==> config.mk <==
export PLATFORM = sky130hd
export DESIGN_NAME = imem_boot_ctrl
export DESIGN_NICKNAME = d
export VERILOG_FILES = /design/src/rtl/imem_pkg.sv /design/src/rtl/imem_byte_serializer.sv /design/src/rtl/imem_boot_ctrl.sv
export SDC_FILE = /design/constraint.sdc
export NUM_CORES = 1
export LEC_CHECK = 0
export ABC_AREA = 0
export CAP_MARGIN = 15
export CORE_ASPECT_RATIO = 1.5
export CORE_UTILIZATION = 40
export CTS_CLUSTER_DIAMETER = 80
export DETAILED_ROUTE_END_ITERATION = 12
export MAX_ROUTING_LAYER = met4
export PLACE_DENSITY = 0.74
export SETUP_SLACK_MARGIN = 0.05
export SLEW_MARGIN = 20
export SYNTH_ARGS = -nofsm -noshare
export SYNTH_HDL_FRONTEND = slang
export SYNTH_SLANG_ARGS = --single-unit
export TNS_END_PERCENT = 10
==> constraint.sdc <==
create_clock -name clk -period 2 [get_ports clk]
set_clock_uncertainty 0.05 [all_clocks]
set_input_delay 0.4 -clock clk [delete_from_list [all_inputs] [get_ports clk]]
set_output_delay 0.4 -clock clk [all_outputs]
set_load 0.03 [all_outputs]
==> src/rtl/imem_pkg.sv <==
// Shared definitions for the instruction-memory boot/fetch controller.
//   imem_state_e     : controller states
//   IMEM_DEPTH_BYTES : default instruction memory size in bytes
//   IMEM_END_MARKER  : default end-of-program word / halt instruction
package imem_pkg;

  typedef enum logic [2:0] {
    LOAD,
    WRITE,
    FILL,
    RUN,
    HALT
  } imem_state_e;

  localparam int unsigned IMEM_DEPTH_BYTES = 128;
  localparam logic [31:0] IMEM_END_MARKER  = 32'hFFFF_FFFF;

endpackage

==> src/rtl/imem_byte_serializer.sv <==
// Holds one 32-bit program word and presents it as four little-endian byte beats.
// Ports:
//   clk_i, rst_i : clock, asynchronous active-high reset
//   load_i       : capture word_i and restart at byte 0
//   step_i       : advance to the next byte beat (wraps after byte 3)
//   word_i       : word to capture
//   byte_o       : current byte, word_q[8*idx+:8]
//   idx_o        : current byte index 0..3
//   last_o       : current beat is byte 3
module imem_byte_serializer (
  input  logic        clk_i,
  input  logic        rst_i,
  input  logic        load_i,
  input  logic        step_i,
  input  logic [31:0] word_i,
  output logic [7:0]  byte_o,
  output logic [1:0]  idx_o,
  output logic        last_o
);

  logic [31:0] word_q, word_d;
  logic [1:0]  idx_q, idx_d;

  always_comb begin
    word_d = word_q;
    idx_d  = idx_q;
    if (load_i) begin
      word_d = word_i;
      idx_d  = 2'd0;
    end else if (step_i) begin
      idx_d = idx_q + 2'd1;
    end
  end

  always_ff @(posedge clk_i or posedge rst_i) begin
    if (rst_i) begin
      word_q <= 32'd0;
      idx_q  <= 2'd0;
    end else begin
      word_q <= word_d;
      idx_q  <= idx_d;
    end
  end

  assign byte_o = word_q[{idx_q, 3'b000} +: 8];
  assign idx_o  = idx_q;
  assign last_o = (idx_q == 2'd3);

endmodule

==> src/rtl/imem_boot_ctrl.sv <==
// Boot and fetch controller for a byte-wide instruction memory.
// Loads 32-bit program words from a valid/ready stream as four little-endian byte
// writes, pads the remainder with 0xFF after the end marker, then hands the read
// address to the core and halts it on the end marker or an out-of-range PC.
// Ports:
//   clk, rst                    : clock, asynchronous active-high reset
//   load_valid/load_data/ready  : program word stream
//   mem_we/mem_waddr/mem_wdata  : byte write port of the memory array
//   core_pc, mem_raddr          : core fetch address, array read address
//   fetch_instr                 : word returned by the array at mem_raddr
//   core_run                    : core may commit this cycle
//   last_instr_flag, fetch_err, load_full : sticky status flags
//   reload                      : restart loading from HALT
module imem_boot_ctrl
  import imem_pkg::*;
#(
  parameter int unsigned DEPTH_BYTES = IMEM_DEPTH_BYTES,
  parameter logic [31:0] END_MARKER  = IMEM_END_MARKER,
  parameter int unsigned AW          = $clog2(DEPTH_BYTES)
) (
  input  logic          clk,
  input  logic          rst,
  input  logic          load_valid,
  input  logic [31:0]   load_data,
  output logic          load_ready,
  output logic          mem_we,
  output logic [AW-1:0] mem_waddr,
  output logic [7:0]    mem_wdata,
  input  logic [31:0]   core_pc,
  output logic [AW-1:0] mem_raddr,
  input  logic [31:0]   fetch_instr,
  output logic          core_run,
  output logic          last_instr_flag,
  output logic          fetch_err,
  output logic          load_full,
  input  logic          reload
);

  // wptr is one bit wider than the byte address so it can reach DEPTH_BYTES.
  localparam logic [AW:0] WPTR_FULL = (AW+1)'(DEPTH_BYTES);
  localparam logic [AW:0] WPTR_LAST = (AW+1)'(DEPTH_BYTES - 1);

  imem_state_e   state_q, state_d;
  logic [AW:0]   wptr_q, wptr_d;
  logic          last_q, last_d;
  logic          err_q, err_d;
  logic          full_q, full_d;
  logic [AW-1:0] waddr_q, waddr_d;
  logic [7:0]    wdata_q, wdata_d;

  logic          ser_load, ser_step, ser_last;
  logic [7:0]    ser_byte;
  logic [1:0]    ser_idx;

  logic          in_range, is_marker;

  imem_byte_serializer u_ser (
    .clk_i  (clk),
    .rst_i  (rst),
    .load_i (ser_load),
    .step_i (ser_step),
    .word_i (load_data),
    .byte_o (ser_byte),
    .idx_o  (ser_idx),
    .last_o (ser_last)
  );

  assign in_range  = (core_pc <= 32'(DEPTH_BYTES - 4)) && (core_pc[1:0] == 2'b00);
  assign is_marker = (fetch_instr == END_MARKER);

  always_comb begin
    state_d    = state_q;
    wptr_d     = wptr_q;
    last_d     = last_q;
    err_d      = err_q;
    full_d     = full_q;
    waddr_d    = waddr_q;
    wdata_d    = wdata_q;
    load_ready = 1'b0;
    mem_we     = 1'b0;
    core_run   = 1'b0;
    ser_load   = 1'b0;
    ser_step   = 1'b0;
    mem_raddr  = wptr_q[AW-1:0];

    unique case (state_q)
      LOAD: begin
        load_ready = 1'b1;
        if (load_valid) begin
          if (load_data == END_MARKER) begin
            state_d = (wptr_q == WPTR_FULL) ? RUN : FILL;
          end else begin
            ser_load = 1'b1;
            state_d  = WRITE;
          end
        end
      end
      WRITE: begin
        mem_we   = 1'b1;
        waddr_d  = wptr_q[AW-1:0] + AW'(ser_idx);
        wdata_d  = ser_byte;
        ser_step = 1'b1;
        if (ser_last) begin
          wptr_d = wptr_q + (AW+1)'(4);
          if (wptr_d == WPTR_FULL) begin
            full_d  = 1'b1;
            state_d = RUN;
          end else begin
            state_d = LOAD;
          end
        end
      end
      FILL: begin
        mem_we  = 1'b1;
        waddr_d = wptr_q[AW-1:0];
        wdata_d = 8'hFF;
        wptr_d  = wptr_q + (AW+1)'(1);
        if (wptr_q == WPTR_LAST) begin
          state_d = RUN;
        end
      end
      RUN: begin
        mem_raddr = core_pc[AW-1:0];
        core_run  = !is_marker && in_range;
        if (is_marker) begin
          last_d = 1'b1;
        end
        if (!in_range) begin
          err_d = 1'b1;
        end
        if (is_marker || !in_range) begin
          state_d = HALT;
        end
      end
      HALT: begin
        if (reload) begin
          state_d = LOAD;
          wptr_d  = '0;
          last_d  = 1'b0;
          err_d   = 1'b0;
          full_d  = 1'b0;
        end
      end
      default: state_d = LOAD;
    endcase
  end

  // The write address/data are driven from the registers' next value so they
  // follow the live beat while writing and hold the last beat otherwise.
  assign mem_waddr = waddr_d;
  assign mem_wdata = wdata_d;

  always_ff @(posedge clk or posedge rst) begin
    if (rst) begin
      state_q <= LOAD;
      wptr_q  <= '0;
      last_q  <= 1'b0;
      err_q   <= 1'b0;
      full_q  <= 1'b0;
      waddr_q <= '0;
      wdata_q <= 8'd0;
    end else begin
      state_q <= state_d;
      wptr_q  <= wptr_d;
      last_q  <= last_d;
      err_q   <= err_d;
      full_q  <= full_d;
      waddr_q <= waddr_d;
      wdata_q <= wdata_d;
    end
  end

  assign last_instr_flag = last_q;
  assign fetch_err       = err_q;
  assign load_full       = full_q;

endmodule

==> results of run 1 <==
[worst max-delay path, delay by kind of cell, from the launching register on]
family                     cells  cell delay [ns]
adders and majority gates      2             0.59
buffers and inverters          1             0.15
AOI/OAI and AO/OA              1             0.29
DFF                            1             0.41
and+or+nand+nor                1             0.17
[cell usage in the layout, fill, tap and decap left out, types with 4 or more instances in the layout]
master / instances
inv_1: 6
dlymetal6s2s_1: 30
clkbuf_16: 9
nand2_1: 20
o21ai_0: 13
buf_12: 6
a21oi_1: 12
o22a_1: 9
mux2_2: 9
clkdlybuf4s50_1: 71
buf_6: 23
dfrtp_1: 62
a31oi_1: 6
mux4_2: 8
nor4_2: 8
ha_1: 5
o21ai_1: 4
nand4_1: 18
buf_4: 64
nor2_1: 8
mux2_1: 24
nand3_1: 7
[per-stage QoR]
step                      setup WS, ns  hold WS, ns  power, uW  cells  util (%)
after floorplan                 -0.110        0.402       1330    312         -
after global placement          -0.371        0.413       1570    584      62.2
after detailed placement        -0.392        0.414       1570    584      62.2
after CTS                       -0.430        0.419       3140    608      68.1
after global routing            -0.455        0.437       3210    613      71.0
final                           -0.397        0.390       3120    613      71.0
[worst min-delay path by stage]
stage,end,slack (ns),cells after the start
after floorplan,u_ser.word_q[10]$_DFFE_PP0P_,0.40,1
after global placement,u_ser.word_q[15]$_DFFE_PP0P_,0.41,1
after detailed placement,waddr_q[3]$_DFF_PP0_,0.41,2
after CTS,state_q[2]$_DFFE_PP0P_,0.42,3
after global routing,state_q[2]$_DFFE_PP0P_,0.44,3
final,state_q[2]$_DFFE_PP0P_,0.39,3
[cells by family after synthesis]
family / after synthesis / share of synthesized area (%)
AOI/OAI and AO/OA: 75 / 15.2
xor gates and xnor gates: 2 / 0.501
adders and majority gates: 8 / 3.07
buffers and inverters: 28 / 3.86
DFF: 63 / 45.0
muxes: 46 / 17.3
and+or+nand+nor: 90 / 15.0
[cell type report]
type	count	area share (%)
Timing Repair Buffer	198	33.1
Multi-Input combinational cell	221	32.8
Sequential cell	63	26.3
Clock buffer	11	4.04
Tap cell	107	2.23
Clock inverter	5	0.958
Inverter	8	0.583
[registers in the layout, summed over array words and instances, names as in the netlist]
register and cells:
waddr_q 7, u_ser.idx_o 2, last_instr_flag 1, u_ser.word_q 32, state_q 3, wptr_q 8
wdata_q 8, load_full 1, fetch_err 1
[routing by layer]
layer  up-vias  global-route usage (%)  part of all wire [%]
li1       1588                       -                     -
met1      1653                    23.6                    35
met2       136                    48.0                    56
met3        20                    6.56                   6.9
met4         0                    10.4                   2.0
met5         -                       -                     0
[power by group]
group | leakage, uW | internal (uW) | switching (uW)
logic | 0.00184 | 188 | 85.7
registers | 0.000793 | 1280 | 0
clock network | 0.000138 | 995 | 574
total | 0.00277 | 2460 | 660
[repair_timing]
action / 4_1_cts / 5_1_grt
buffers inserted: 8 / 5
pin swaps: 14 / 22
resized for setup: 45 / 57
endpoints found under the setup margin: 64 / 65
==> impl_metrics.toml, run 1 <==
[yosys]
synthFlopType = "dfrtp_1"
synth.distinct_cells = 61
synthesis.instances = 312
synth.area.top_cells = "dfrtp_1 (45%), mux2_1 (8.7%), mux4_2 (5.1%)"
syn_nets = 420
synth_commonest_cells = "dfrtp_1 (63), mux2_1 (27), nand2_1 (21)"
synth_edf_count = 0
synth_top_area_cell = "dfrtp_1"
synthArstFlopShare_pct = 100
yosysTopAreaCellShare_pct = 45.0
yosysMostFrequentCell = "dfrtp_1"
synth-seq-cells = 63
yosysWarningCount = 0
syn-mean-instance-area_sq_um = 11.2
synth.cell_area_sq_um = 3500
yosysSeqAreaShare_pct = 45.0

[timing]
rsz0062_at_grt = "yes"
timing.slew.headroom_pct = 71.2
post-route-period-util_pct = 120
finalSetupViolCount = 23
tightest_slew_ns = 0.427
final.setup.tns_ns = -5.38
clock.fmax_mhz = 417
drv_slew = 0
period_needed_ns = 2.40
hold_viol_final = 0
setup_ws_ns = -0.397

[place]
numPortBuffers = 127
dp_hpwl_um = 7910
post_dp_cell_area_sq_um = 5260
place_congestion = 0.872

[cells_and_area]
fillers = 637
synthToLayoutAreaGrowth_pct = 71.6
fin_area_sq_um = 6010
nets = 609
regArea_sq_um = 1580
antenna_cells = 0
multi_input_area_sq_um = 1970
drive_gt1_share_pct = 34.2

[critical_path]
max_stage_delay_ns = 0.41
worstPathRequired_ns = 1.55
crit_end = "mem_waddr[2]"
r2r-start = "state_q[0]$_DFFE_PP0P_"
cp_cell_sequence = "ha_4 -> fa_2 -> and3_4 -> a221o_1 -> buf_6"
rr_worst_depth = 6
reg2reg_to = "state_q[1]$_DFFE_PP0P_"
cp_max_fo = 6
critPathArrivalTime_ns = 1.95
start_kind = "flip-flop"
cp_slowest_cell = "dfrtp_1"
crit_path_end_kind = "output pin"
critical_path.startpoint = "wptr_q[0]$_DFFE_PP0P_"
r2r_slack_ns = -0.07
path_class = "flip-flop to output pin"

[drt]
routedWlPerCell_um = 17.6
via_per_inst = 5.54
vias = 3397
drc = 0
drt-initial-drc-count = 132
dr.pass1.iters = 4
routed_wl_um = 10800
ant_nets = 0

[job]
drv_cap = 0

[global_routing]
grt_pass1_vias = 3570
antenna_found_initial = 0
grt_util_all_layers_pct = 25.2
grt_max_degree = 64
grt_pass1_wl_um = 16800
grt.overflow.total = 0

[die]
fp.dieW_um = 78.4
die_h_um = 117
die_area_sq_um = 9130
rows = 41
core_sq_um = 8460
ios = 128
initial_core_util_pct = 41.3

[power_and_ir_drop]
vdd_drop_max_v = 0.000598
powerDensity_nw_per_um2 = 519
leakagePower_uw = 0.00277

[clocking]
cts_num_sinks = 63
clk_latency_ns = 0.33
htree_num_levels = 3
cts.clk_slew.worst_paths_ns = 0.05
holdBufCountCts = 0
clock_path_buffers = 2
cts_root_buf = "clkbuf_16"
cts_tree = "done"
cts_made_buffers = 9

[outcome]
violations = "setup timing"
status = "complete, but fails checks"

[min_path]
hp-class = "input pin to asynchronous set/reset pin"
Note: power is estimated with default switching activity, not from simulation.
==> inputs of run 2 (changes only) <==
DONT_BUFFER_PORTS = 1   (was default)
PLACE_DENSITY = default   (was 0.74)
==> run 2 against run 1 <==
  * The flow still finishes with violations (setup timing)
  * Clock power up 9%
  * Non-clock buffer count down 142
  * Worst hold slack worse by 0.29 ns
  * Core utilization down 17 points
  * Sequential power about the same
  * Critical path depth up 1
  * Cell count down 23%
  * Combinational power down 84%
  * Sequential cell count unchanged
  * Global-route usage down 2.4 points
  * Sequential share of layout area up 8.3 points
  * Setup slack better by 0.088 ns
==> impl_metrics.toml, run 2 (synthesis gave the netlist of run 1 again) <==
[place]
post-place-ws_ns = -0.175
numPortBuffers = 0
dp_hpwl_um = 7330
place_congestion = 0.933
dp_cells = 446

[power_and_ir_drop]
vdd_drop_max_v = 0.000626
powerDensity_nw_per_um2 = 661
p_int_uw = 2410
clockPowerShare_pct = 56.4
swShare_pct = 20.3
p_switching_uw = 614
seqPwrFrac_pct = 42.1
power_frac_comb_pct = 1.5
leakagePower_uw = 0.00192

[cells_and_area]
instances_no_fill = 474
synthToLayoutAreaGrowth_pct = 30.7
utilization_pct = 54.1
largest_register = "u_ser.word_q"
nets = 468
reg_top3 = "u_ser.word_q (32), wdata_q (8), wptr_q (8)"
final_common_cell = "dfrtp_1"
drive_gt1_share_pct = 36.4
largest_register_ffs = 32
final_cell_mix = "dfrtp_1 (59), buf_4 (41), mux2_1 (27)"

[clocking]
clk_latency_ns = 0.33
cts.clk_slew.worst_paths_ns = 0.05
cts_made_buffers = 9
clock_path_buffers = 2
cts_num_sinks = 63
cts_tree = "done"
cts_root_buf = "clkbuf_16"
htree_num_levels = 3

[critical_path]
crit_top_cell = "buf_6"
path_class = "flip-flop to output pin"
cp_slowest_cell = "dfrtp_2"
worstPathRequired_ns = 1.55
critPathArrivalTime_ns = 1.86
r2r_slack_ns = 0
cp_cell_sequence = "buf_6 -> or3b_4 -> a21oi_1 -> nor3_1 -> o21ai_2 -> buf_6"
max_stage_delay_ns = 0.44
crit_path_end_kind = "output pin"
rr_worst_depth = 7
reg2reg_to = "state_q[0]$_DFFE_PP0P_"
start_kind = "flip-flop"
cp_max_fo = 6
r2r-start = "state_q[2]$_DFFE_PP0P_"
crit_buf_inv = 2
crit_family = "simple AND/OR/NAND/NOR gates"

[die]
die_area_sq_um = 9130
rows = 41
initial_core_util_pct = 41.3
fp.dieW_um = 78.4
core_sq_um = 8460
ios = 128
die_h_um = 117

[drt]
routed_wl_um = 9650
via_per_inst = 6.04
dr.pass1.iters = 4
drc = 0
vias = 2864
drt-initial-drc-count = 132
ant_nets = 0
routedWlPerCell_um = 20.4

[timing]
timing.slew.headroom_pct = 59.6
rsz0062_at_grt = "yes"
period_needed_ns = 2.31
finalSetupViolCount = 24
drv_slew = 0
hold_viol_final = 0
setup_ws_ns = -0.309
tightest_slew_ns = 0.601
hold_ws_ns = 0.0992
post-route-period-util_pct = 115
clock.fmax_mhz = 433

[outcome]
status = "complete, but fails checks"
violations = "setup timing"

[global_routing]
antenna_found_initial = 2
grt.overflow.total = 0
grt_pass1_wl_um = 14800
grt_util_all_layers_pct = 22.8
grt_max_degree = 39
grt_pass1_vias = 3125

[min_path]
whs_path_depth = 1
min_from = "reload"
hp-class = "input pin to flip-flop"
worst_hold_path.endpoint = "load_full$_DFFE_PP0P_"

[job]
drv_cap = 0
==> run 2: metrics by stage <==
step | TNS (ns) | cell area (sq um) | total power [uW]
4_1_cts | -13.07 | 4480 | 3060
2_1_floorplan | -2.35 | 3530 | 1330
5_1_grt | -7.24 | 4580 | 3110
6_report | -5.41 | 4580 | 3030
3_3_place_gp | -4.56 | 3940 | 1340
3_5_place_dp | -5.11 | 3940 | 1340
==> run 2: timing repair <==
action | 4_1_cts | 5_1_grt
gates cloned | 0 | 1
hold buffers | 1 | 0
setup buffers | 5 | 3
endpoints found under the hold margin | 25 | 0
pin swaps | 8 | 6
gates resized for setup | 48 | 15
setup endpoints to repair | 62 | 64
==> run 2: worst reg2reg max path: stages, from the launching register on <==
cell      delay [ns]
dfrtp_2         0.44
buf_6           0.14
or3b_4          0.44
a211o_1         0.26
a221oi_2        0.22
buf_4           0.18
a211o_1         0.09
mux2_1          0.12
==> run 2: how the worst max path moves through the flow <==
| stage | from | endpoint | slack (ns) | cells after the start |
|---|---|---|---|---|
| detailed placement | load_data[21] | u_ser.word_q[18]$_DFFE_PP0P_ | -0.18 | 5 |
| global placement | load_data[21] | u_ser.word_q[18]$_DFFE_PP0P_ | -0.15 | 5 |
| global route | state_q[2]$_DFFE_PP0P_ | core_run | -0.37 | 5 |
| finish | state_q[2]$_DFFE_PP0P_ | mem_waddr[3] | -0.31 | 6 |
| floorplan | state_q[0]$_DFFE_PP0P_ | mem_raddr[0] | -0.11 | 5 |
| CTS | wptr_q[0]$_DFFE_PP0P_ | mem_waddr[2] | -0.31 | 4 |
==> run 2: cell type report <==
cell class                 instances  area, sq um
fill                             742         3890
tap                              107          134
antenna                            2         5.00
inverter                           8         35.0
clock inverter                     5         81.3
clock buffer                      11          243
timing repair buffer              56          528
sequential                        63         1580
multi-input combinational        222         1970
==> run 2: routing by layer <==
metal  wire length, um  global-route usage (%)
met1              3380                    20.6
met2              5300                    42.8
met3               663                    6.25
met4               295                    11.7
met5                 0                       -
==> run 2: power groups by stage <==
stage	Sequential (uW)	Combinational, uW	Clock (uW)
after CTS	1280	46.5	1730
final	1280	44.2	1710
after floorplan	1300	29.6	0
after global routing	1270	51.9	1780
after global placement	1300	43.8	0
after detailed placement	1300	44.4	0
==> patch, RTL diff (flow settings as in run 2) <==
Change the package constant `IMEM_DEPTH_BYTES` from 128 to 64.
--- a/src/rtl/imem_pkg.sv
+++ b/src/rtl/imem_pkg.sv
@@ -13,5 +13,5 @@
   } imem_state_e;
 
-  localparam int unsigned IMEM_DEPTH_BYTES = 128;
+  localparam int unsigned IMEM_DEPTH_BYTES = 64;
   localparam logic [31:0] IMEM_END_MARKER  = 32'hFFFF_FFFF;
 
Interface: changed (resized mem_raddr and mem_waddr); port bits go from 128 to 126. No check against the original RTL was run, so the function may have changed too.
==> patch against run 2 <==
The run still ends with setup timing left; maximum frequency is 1.7% higher; register-to-register slack improved by 0.04 ns; sequential cell count down 2; synthesized area fell by 6.8%; cell area down 10%; worst setup slack improved by 0.039 ns; via count shrank 12%; routed wire length decreased by 9.7%; count of clock-buffer cells in the layout did not move; non-clock buffer count down 17; die area decreased by 6.6%.
Power is not compared: it rests on default switching activity, and its combinational part moved more than twofold at a synthesized area within 25%.
==> patch: results (changes against run 2) <==
| Metric | Value |
|---|---|
| CP Max Fanout | 6 (unchanged) |
| R2R setup slack | 0.04 ns (+0.04 ns) |
| Vias in the first global route | 2725 (-13%) |
| R2r worst-path depth | 5 (-2) |
| 1st-iter DRT viols | 113 (-14%) |
| Status | finished, violations left |
| Post-CTS sizing | 29 (-40%) |
| Fillers | 715 (-3.6%) |
| Worst path max stage delay | 0.45 ns |
| Cells after Synth | 278 (-11%) |
| Seq/Total Area, Yosys | 0.468 (+0.0175) |
| Min-delay worst type | primary input to register |
| Layout cells sized above 1 | 0.421 (+0.0570) |
| RR Endpoint | state_q[1] |
| # setup viols final | 15 (-38%) |
| Hold endpoint | state_q[2] |
| Crit path from | state_q[2] |
| Post-CTS setup buffer count | 0 (-5) |
| Largest net degree at the start of global routing | 58 (+49%) |
| Synth area leaders | dfrtp_1 47%, mux2_2 13%, mux4_2 5.5% |
| Post-synth cell types | 48 (-21%) |
| Top Registers | u_ser.word_q (32), wdata_q (8), wptr_q (7) |
| Worst Hold Path Cells | 1 (unchanged) |
| Vias per cell | 5.93 (-1.8%) |
| Initial antenna violation count | 0 (-2) |
| Yosys warns | 0 (unchanged) |
| Met1 usage | 0.237 (+0.0306) |
| Hold WS | 0.127 ns (+0.0278 ns) |
| Slew headroom | 0.679 (+0.0835) |
| DR WL/cell | 20.6 um (+1.2%) |
| M2 GR Usage | 0.405 (-0.0233) |
| Total track usage | 0.227 (-0.000586) |
| RD Place Congestion | 0.914 (-2.0%) |
| H-tree depth | 3 (unchanged) |
| Crit path to | mem_waddr[5] |
| Async SR Flop Fraction | 1.00 (unchanged) |
| Met3 global-route usage | 0.0539 (-0.00864) |
| First-pass GRT wire length | 13.5 mm (-8.9%) |
| Maximum clock path buffer count | 2 (unchanged) |
| Non-Filler Instances | 423 (-11%) |
| Detailed Place HPWL | 6.71 mm (-8.5%) |
| Cell count after placement | 407 (-8.7%) |
| Clk_lat worst skew | 0.32 ns |
| Crit-path leading delay family | flip-flops |
| Setup WS post-layout | -0.270 ns (+0.0390 ns) |
| Syn nets | 386 (-8.1%) |
| Antenna Cells | 0 (-2) |
| Hold wc startpoint | reload |
| Root buf cell | clkbuf_16 |
| Synth top cells by count | 61 x dfrtp_1, 39 x mux2_2, 18 x o21ai_0 |
| Worst EP arrival | 1.82 ns (-0.04 ns) |
| Failing checks | setup timing |
| Final Max Tran Viols | 0 (unchanged) |
==> patch: cell count changes after synthesis, sizes merged, moves of 4 or more <==
cell / run 2 / this run
a21oi: 16 / 9
clkbuf: 9 / 2
nand2: 21 / 14
a31oi: 6 / 1
nor2: 10 / 14
==> patch: kinds of logic (layout without fill, tap and decap cells) <==
logic type      after synthesis  after routing  share of synthesized area
fa+ha+maj                     8              8                     0.0330
mux                          50             50                      0.199
compound gates               55             55                      0.115
simple gates                 81             81                      0.146
xor+xnor                      2              2                    0.00537
buf+inv                      21             61                     0.0334
flops                        61             61                      0.468
==> patch: area by class of cell <==
type | count | area, um2 | share of cell area
repair buffers | 39 | 370 | 0.0900
flip-flops and latches | 61 | 1530 | 0.372
multi-input cells | 196 | 1800 | 0.437
inverters | 8 | 35.0 | 0.00851
clock inverters | 3 | 15.0 | 0.00365
well taps | 105 | 131 | 0.0319
clock buffers | 11 | 233 | 0.0566
==> patch: metrics by stage <==
stage	TNS (ns)	cell area (um2)	worst slack (ns)	total power, mW
2_1_floorplan	-0.0398	3310	-0.0103	4.44
3_5_place_dp	-0.631	3670	-0.107	5.25
6_report	-2.96	4120	-0.270	6.93
3_3_place_gp	-0.606	3670	-0.105	5.20
5_1_grt	-3.79	4120	-0.335	7.34
4_1_cts	-3.63	4010	-0.292	6.73
==> patch: routing by layer <==
layer | vias up | share of wire
met1 | 1217 | 0.37
li1 | 1136 | -
met2 | 143 | 0.55
met3 | 13 | 0.065
met5 | - | 0
met4 | 0 | 0.018
==> patch: report_power, final <==
group          switching, mW  internal [mW]  total [mW]  leakage (nW)
registers              0.366           1.81        2.17         0.722
clock network          0.510          0.816        1.33         0.125
logic                   1.79           1.64        3.44         0.838
total                   2.67           4.27        6.93          1.68
